--- src/rtl/dram_arb_pkg.sv ---
// Shared types and constants for the DRAM read arbiter.
//   arb_state_e : arbiter FSM states
//   ADDR_W/NUM_W: command port widths
//   GUARD_DEF/TIMEOUT_DEF: default guard and issue-timeout lengths
//   clog2()     : index width helper, never returns less than 1
package dram_arb_pkg;

   localparam int unsigned ADDR_W      = 32;
   localparam int unsigned NUM_W       = 32;
   localparam int unsigned GUARD_DEF   = 4;
   localparam int unsigned TIMEOUT_DEF = 1024;

   typedef enum logic [1:0] {
      StIdle,
      StIssue,
      StRun,
      StDone
   } arb_state_e;

   // Smallest w >= 1 with 2**w >= n.
   function automatic int unsigned clog2(input int unsigned n);
      int unsigned w;
      w = 1;
      while ((32'd1 << w) < n) begin
         w = w + 1;
      end
      return w;
   endfunction

endpackage

--- src/rtl/dram_read_arbiter_rr_pick.sv ---
// Combinational round-robin selector.
//   req_i   : request vector
//   ptr_i   : index searched first; the search wraps modulo N_REQ
//   valid_o : some request is set
//   idx_o   : first set request at or above ptr_i (wrapping)
module rr_pick
   import dram_arb_pkg::*;
#(
   parameter int unsigned N_REQ = 4,
   parameter int unsigned IDX_W = clog2(N_REQ)
) (
   input  logic [N_REQ-1:0] req_i,
   input  logic [IDX_W-1:0] ptr_i,
   output logic             valid_o,
   output logic [IDX_W-1:0] idx_o
);

   always_comb begin
      int unsigned cand;
      logic [IDX_W-1:0] ci;
      cand    = 0;
      ci      = '0;
      valid_o = 1'b0;
      idx_o   = '0;
      for (int unsigned k = 0; k < N_REQ; k++) begin
         cand = 32'(ptr_i) + k;
         if (cand >= N_REQ) begin
            cand = cand - N_REQ;
         end
         ci = cand[IDX_W-1:0];
         if (!valid_o && req_i[ci]) begin
            valid_o = 1'b1;
            idx_o   = ci;
         end
      end
   end

endmodule

--- src/rtl/dram_read_arbiter.sv ---
// Shares one DRAM read engine between N_REQ kick/busy stream readers.
// Grants round-robin, issues one burst at a time and steers the engine's buffer
// write strobe to the granted requester.
//   clk, rst           : clock, synchronous active-high reset
//   req_kick/num/addr  : per-requester command inputs (32-bit slices)
//   req_busy           : per-requester busy, registered
//   m_kick/num/addr    : command to the engine; m_busy is its (async) busy
//   buf_we, buf_we_out : engine write strobe and its per-requester demux
//   grant_id           : current/last granted index
//   err_timeout        : sticky, engine never answered a kick
//   xfer_cnt           : completed transactions
module dram_read_arbiter
   import dram_arb_pkg::*;
#(
   parameter int unsigned N_REQ   = 4,
   parameter int unsigned GUARD   = GUARD_DEF,
   parameter int unsigned TIMEOUT = TIMEOUT_DEF
) (
   input  logic                    clk,
   input  logic                    rst,
   input  logic [N_REQ-1:0]        req_kick,
   input  logic [N_REQ*NUM_W-1:0]  req_num,
   input  logic [N_REQ*ADDR_W-1:0] req_addr,
   output logic [N_REQ-1:0]        req_busy,
   output logic                    m_kick,
   input  logic                    m_busy,
   output logic [NUM_W-1:0]        m_num,
   output logic [ADDR_W-1:0]       m_addr,
   input  logic                    buf_we,
   output logic [N_REQ-1:0]        buf_we_out,
   output logic [2:0]              grant_id,
   output logic                    err_timeout,
   output logic [31:0]             xfer_cnt
);

   localparam int unsigned IDX_W = clog2(N_REQ);
   localparam int unsigned CNT_W = clog2((TIMEOUT > GUARD) ? TIMEOUT : GUARD);

   arb_state_e          state_q;
   logic                busy_meta_q, busy_s_q;
   logic [IDX_W-1:0]    rr_ptr_q, grant_q;
   logic                m_kick_q, active_q, err_timeout_q;
   logic [NUM_W-1:0]    m_num_q;
   logic [ADDR_W-1:0]   m_addr_q;
   logic [N_REQ-1:0]    req_busy_q;
   logic [31:0]         xfer_cnt_q;
   logic [CNT_W-1:0]    cnt_q;
   logic                pick_valid;
   logic [IDX_W-1:0]    pick_idx;

   rr_pick #(
      .N_REQ (N_REQ),
      .IDX_W (IDX_W)
   ) u_rr_pick (
      .req_i   (req_kick),
      .ptr_i   (rr_ptr_q),
      .valid_o (pick_valid),
      .idx_o   (pick_idx)
   );

   always_ff @(posedge clk) begin
      if (rst) begin
         busy_meta_q   <= 1'b0;
         busy_s_q      <= 1'b0;
         state_q       <= StIdle;
         rr_ptr_q      <= '0;
         grant_q       <= '0;
         m_kick_q      <= 1'b0;
         m_num_q       <= '0;
         m_addr_q      <= '0;
         req_busy_q    <= '0;
         active_q      <= 1'b0;
         err_timeout_q <= 1'b0;
         xfer_cnt_q    <= '0;
         cnt_q         <= '0;
      end else begin
         busy_meta_q <= m_busy;
         busy_s_q    <= busy_meta_q;
         unique case (state_q)
            StIdle: begin
               if (pick_valid) begin
                  grant_q  <= pick_idx;
                  m_num_q  <= req_num[32'(pick_idx)*NUM_W +: NUM_W];
                  m_addr_q <= req_addr[32'(pick_idx)*ADDR_W +: ADDR_W];
                  m_kick_q <= 1'b1;
                  active_q <= 1'b1;
                  cnt_q    <= '0;
                  state_q  <= StIssue;
               end
            end
            StIssue: begin
               if (busy_s_q) begin
                  m_kick_q            <= 1'b0;
                  req_busy_q[grant_q] <= 1'b1;
                  state_q             <= StRun;
               end else if (cnt_q == CNT_W'(TIMEOUT - 1)) begin
                  m_kick_q      <= 1'b0;
                  err_timeout_q <= 1'b1;
                  cnt_q         <= '0;
                  state_q       <= StDone;
               end else begin
                  cnt_q <= cnt_q + 1'b1;
               end
            end
            StRun: begin
               if (!busy_s_q) begin
                  req_busy_q[grant_q] <= 1'b0;
                  xfer_cnt_q          <= xfer_cnt_q + 32'd1;
                  cnt_q               <= '0;
                  state_q             <= StDone;
               end
            end
            StDone: begin
               // Guard covers synchronizer lag and trailing buf_we before the next grant.
               if (cnt_q == CNT_W'(GUARD - 1)) begin
                  rr_ptr_q <= (32'(grant_q) == N_REQ - 1) ? '0 : grant_q + 1'b1;
                  active_q <= 1'b0;
                  state_q  <= StIdle;
               end else begin
                  cnt_q <= cnt_q + 1'b1;
               end
            end
            default: state_q <= StIdle;
         endcase
      end
   end

   // grant_q only moves on IDLE->ISSUE, so it is stable whenever active_q is high.
   always_comb begin
      buf_we_out = '0;
      for (int unsigned i = 0; i < N_REQ; i++) begin
         buf_we_out[i] = buf_we & active_q & (grant_q == IDX_W'(i));
      end
   end

   assign req_busy    = req_busy_q;
   assign m_kick      = m_kick_q;
   assign m_num       = m_num_q;
   assign m_addr      = m_addr_q;
   assign grant_id    = 3'(grant_q);
   assign err_timeout = err_timeout_q;
   assign xfer_cnt    = xfer_cnt_q;

endmodule
--- config.mk ---
export PLATFORM = sky130hd
export DESIGN_NAME = dram_read_arbiter
export DESIGN_NICKNAME = d
export VERILOG_FILES = /design/src/rtl/dram_arb_pkg.sv /design/src/rtl/dram_read_arbiter_rr_pick.sv /design/src/rtl/dram_read_arbiter.sv
export SDC_FILE = /design/constraint.sdc
export NUM_CORES = 1
export LEC_CHECK = 0
export CORE_AREA = 2 2 144 146
export CTS_BUF_LIST = sky130_fd_sc_hd__clkbuf_16
export CTS_CLUSTER_DIAMETER = 80
export DETAILED_ROUTE_END_ITERATION = 7
export DIE_AREA = 0 0 146 148
export PLACE_DENSITY = 0.7
export RECOVER_POWER = 25
export SYNTH_ARGS = -nofsm -noshare
export SYNTH_HDL_FRONTEND = slang
export SYNTH_SLANG_ARGS = --single-unit
--- constraint.sdc ---
create_clock -name clk -period 2.4 [get_ports clk]
set_input_delay 0.24 -clock clk [delete_from_list [all_inputs] [get_ports clk]]
set_output_delay 0.24 -clock clk [all_outputs]
set_load 0.03 [all_outputs]
==> out/results.ini, run 1 <==
[critical_path]
worstSetupStartpointType=register
path_delay_family=buffers and inverters
ff2ff_path_depth=7
worst-setup-path-type=reg -> out
crit_chain=ha_1 -> and3_1 -> clkdlybuf4s50_1
path_depth=3
max_stage_delay_ps=660
crit_buf_inv=1
cp_slowest_cell=clkdlybuf4s50_1
crit_arrival_ps=1960
cp-end-kind=output port
cp.required_ps=2160
critPathMaxFanout=6

[timing]
tns_ps=0
finalHoldViolCount=0
skew_ps=9.92
max_freq_mhz=454
fin_crit_ps=2200
final_max_slew_viol_count=0
finalCritPeriodShare=0.918
holdWs_ps=360
setup_viol=0
rsz0062_at_grt=false
slew_headroom=0.498
fin_ws_ps=196
worstMarginPinSlew_ps=753

[clock_network]
ctsResizeCount=0
cts_buffer_depth=2
ctsHoldBuffers=0
clock-root-buffer=clkbuf_16
cts_sinks=121
clkTransAtPathRegs_ps=60
cts_tree=done
worstSkewPairLatency_ps=410
cts_setup_buffers=0
h-tree-depth=4
cts_inserted_buffers=17

[die]
die_w_microns=146
initial_core_util=0.323
die_y_microns=148
dieArea_sq_um=21600
design.portCount=373
rows=52
core_area_sq_um=20000

[grt]
gr-total-overflow=0
antenna_found_initial=6
grt_pass1_vias=6736
grt_use_total=0.228
grt_first_pass_wirelength_microns=38400
grt_max_degree=66

[yosys]
ys_ff_latch=121
synthArstFlopShare=0
synth.largest_area_cell=dfxtp_1
synth_sequential_area_ratio=0.374
synthCells=700
synthTopCellsByArea=dfxtp_1, mux2i_1, o221ai_1, nor2_1, nand2_1
ys_warn_count=0
synth_edf_count=0
syn-cell-area_sq_um=6480
yosys.cell_types.count=44
syn_avg_cell_area_sq_um=9.26
synth.top_cell.area_share=0.374
synth_nets=975
synthFlopType=dfxtp_1

[final_layout]
area_growth_pct=73.3
drive_above_1_share=0.0656
fin_nets=1344

[detailed_routing]
wl_per_cell_microns=18.6
wl_microns=25200
antenna_left=0
vias=6810
drt-initial-drc-count=174
firstDrtPassIters=5
drc=0
vias_per_cell=5.02

[worst_hold_path]
holdPathStages=2
hp-class=in -> reg

[placement]
io_buffer_count=371
dp_hpwl_microns=19000
pre_cts_ws_ps=78.8
gp_congestion=0.813

[run_status]
status=complete, no violations

[power_and_ir_drop]
p_leak_nw=4.75
power_density_nw_per_um2=786
peakVddDrop_mv=0.631

[flow_run]
cap_violations=0

-- where the power goes --
group | switching (W) | internal, W | total (W) | leakage [nW]
clock | 0.00104 | 0.00155 | 0.00259 | 0.288
combinational | 0.00199 | 0.00159 | 0.00358 | 3.47
sequential | 0.000234 | 0.00242 | 0.00266 | 0.990
-- cells by family after synthesis --
| group | count (synthesis) | share of synthesized area |
|---|---|---|
| adders and majority gates | 11 | 0.0212 |
| and+or+nand+nor | 232 | 0.177 |
| AOI/OAI and AO/OA | 101 | 0.121 |
| buffers and inverters | 63 | 0.0498 |
| xor gates and xnor gates | 37 | 0.0500 |
| muxes | 134 | 0.207 |
| other | 1 | 0.000578 |
| DFF | 121 | 0.374 |
-- area by class of cell --
| class | count | area, sq um |
|---|---|---|
| timing repair buffer | 399 | 4060 |
| fill | 1852 | 8810 |
| inverter | 14 | 52.6 |
| clock inverter | 15 | 163 |
| multi-input combinational | 516 | 3760 |
| sequential | 121 | 2420 |
| clock buffer | 17 | 425 |
| tap | 270 | 338 |
| antenna | 5 | 12.5 |
-- worst register-to-register path, cell delays in order, from the launching register on --
cell	delay, ps
dfxtp_1	400
inv_1	100
ha_1	210
o21ai_0	230
o21ai_2	170
or2_2	350
or4_1	500
a21oi_1	140
-- cells in the mapped netlist (2+ instances only) --
cell type,n
inv_1,14
o31ai_1,2
nand3_1,17
and4_1,2
nor2b_1,3
nand4_1,15
a31oi_1,4
nor2_1,67
or4_1,2
and3_1,9
dfxtp_1,121
mux2i_1,134
nor4_1,6
nor3_1,9
a21oi_1,18
or2_2,4
nand3b_1,24
nand2_1,64
ha_1,11
nand4b_1,2
or3_1,2
o21ai_0,6
buf_2,17
xnor2_1,14
buf_4,15
xor2_1,23
clkbuf_1,15
o221ai_1,64
-- layer usage --
| metal | GRT usage | vias up | routed length (microns) |
|---|---|---|---|
| met5 | 0 | - | 0 |
| met4 | 0.0927 | 0 | 524 |
| met3 | 0.0731 | 28 | 1840 |
| met2 | 0.383 | 242 | 12400 |
| met1 | 0.270 | 3220 | 10400 |
| li1 | - | 3320 | - |
-- metrics by stage --
step,cell area [sq um],utilization,total power (W),std cells
after global routing,11200,0.561,0.00929,1357
after floorplan,6480,-,0.00462,700
after detailed placement,10600,0.531,0.00641,1320
final,11200,0.561,0.00883,1357
after CTS,11200,0.560,0.00903,1352
after global placement,10600,0.531,0.00637,1320
-- sequential cells by signal, summed over array words and instances (netlist names), 2 cells and up, named ones only --
name,flops
m_num,32
cnt_q,10
rr_ptr_q,2
xfer_cnt,32
grant_q,2
m_addr,32
state_q,2
-- cell usage in the layout, fill, tap and decap left out, types with 2 or more instances in the layout --
cell,count
nand4b_1,2
or2_2,3
dlygate4sd3_1,46
or4_1,2
bufinv_16,2
nand2_1,63
nand3b_1,24
xnor2_1,14
buf_12,12
nor2b_1,3
inv_6,8
a31oi_1,4
nor4_1,6
or3_1,2
nor2_1,67
clkbuf_16,17
diode_2,5
nand2_2,2
nor3_1,9
clkinvlp_4,2
inv_1,15
ha_1,11
and3_1,9
clkdlybuf4s50_1,324
nand3_1,17
dfxtp_1,121
o31ai_1,2
a21oi_1,17
and4_1,2
o21ai_0,6
clkbuf_1,2
xor2_1,23
buf_4,15
o221ai_1,64
mux2i_1,134
nand4_1,15
-- final timing paths --
path                                  start       endpoint  slack, ps
worst max-delay path             grant_q[0]  buf_we_out[3]        200
worst max register to register   state_q[0]       cnt_q[8]        220
worst min-delay path                    rst     grant_q[0]        360
worst min register to register  busy_meta_q       busy_s_q        450
Power figures use the tool's default switching activity.
==> run 2, diff against run 1 <==
--- a/config.mk
+++ b/config.mk
@@ -8,6 +8,7 @@
 export CORE_AREA = 2 2 144 146
 export CTS_BUF_LIST = sky130_fd_sc_hd__clkbuf_16
 export CTS_CLUSTER_DIAMETER = 80
+export CTS_CLUSTER_SIZE = 40
 export DETAILED_ROUTE_END_ITERATION = 7
 export DIE_AREA = 0 0 146 148
 export PLACE_DENSITY = 0.7
==> results of run 2 <==
The final DEF is identical to that of run 1; final timing and power are the same.
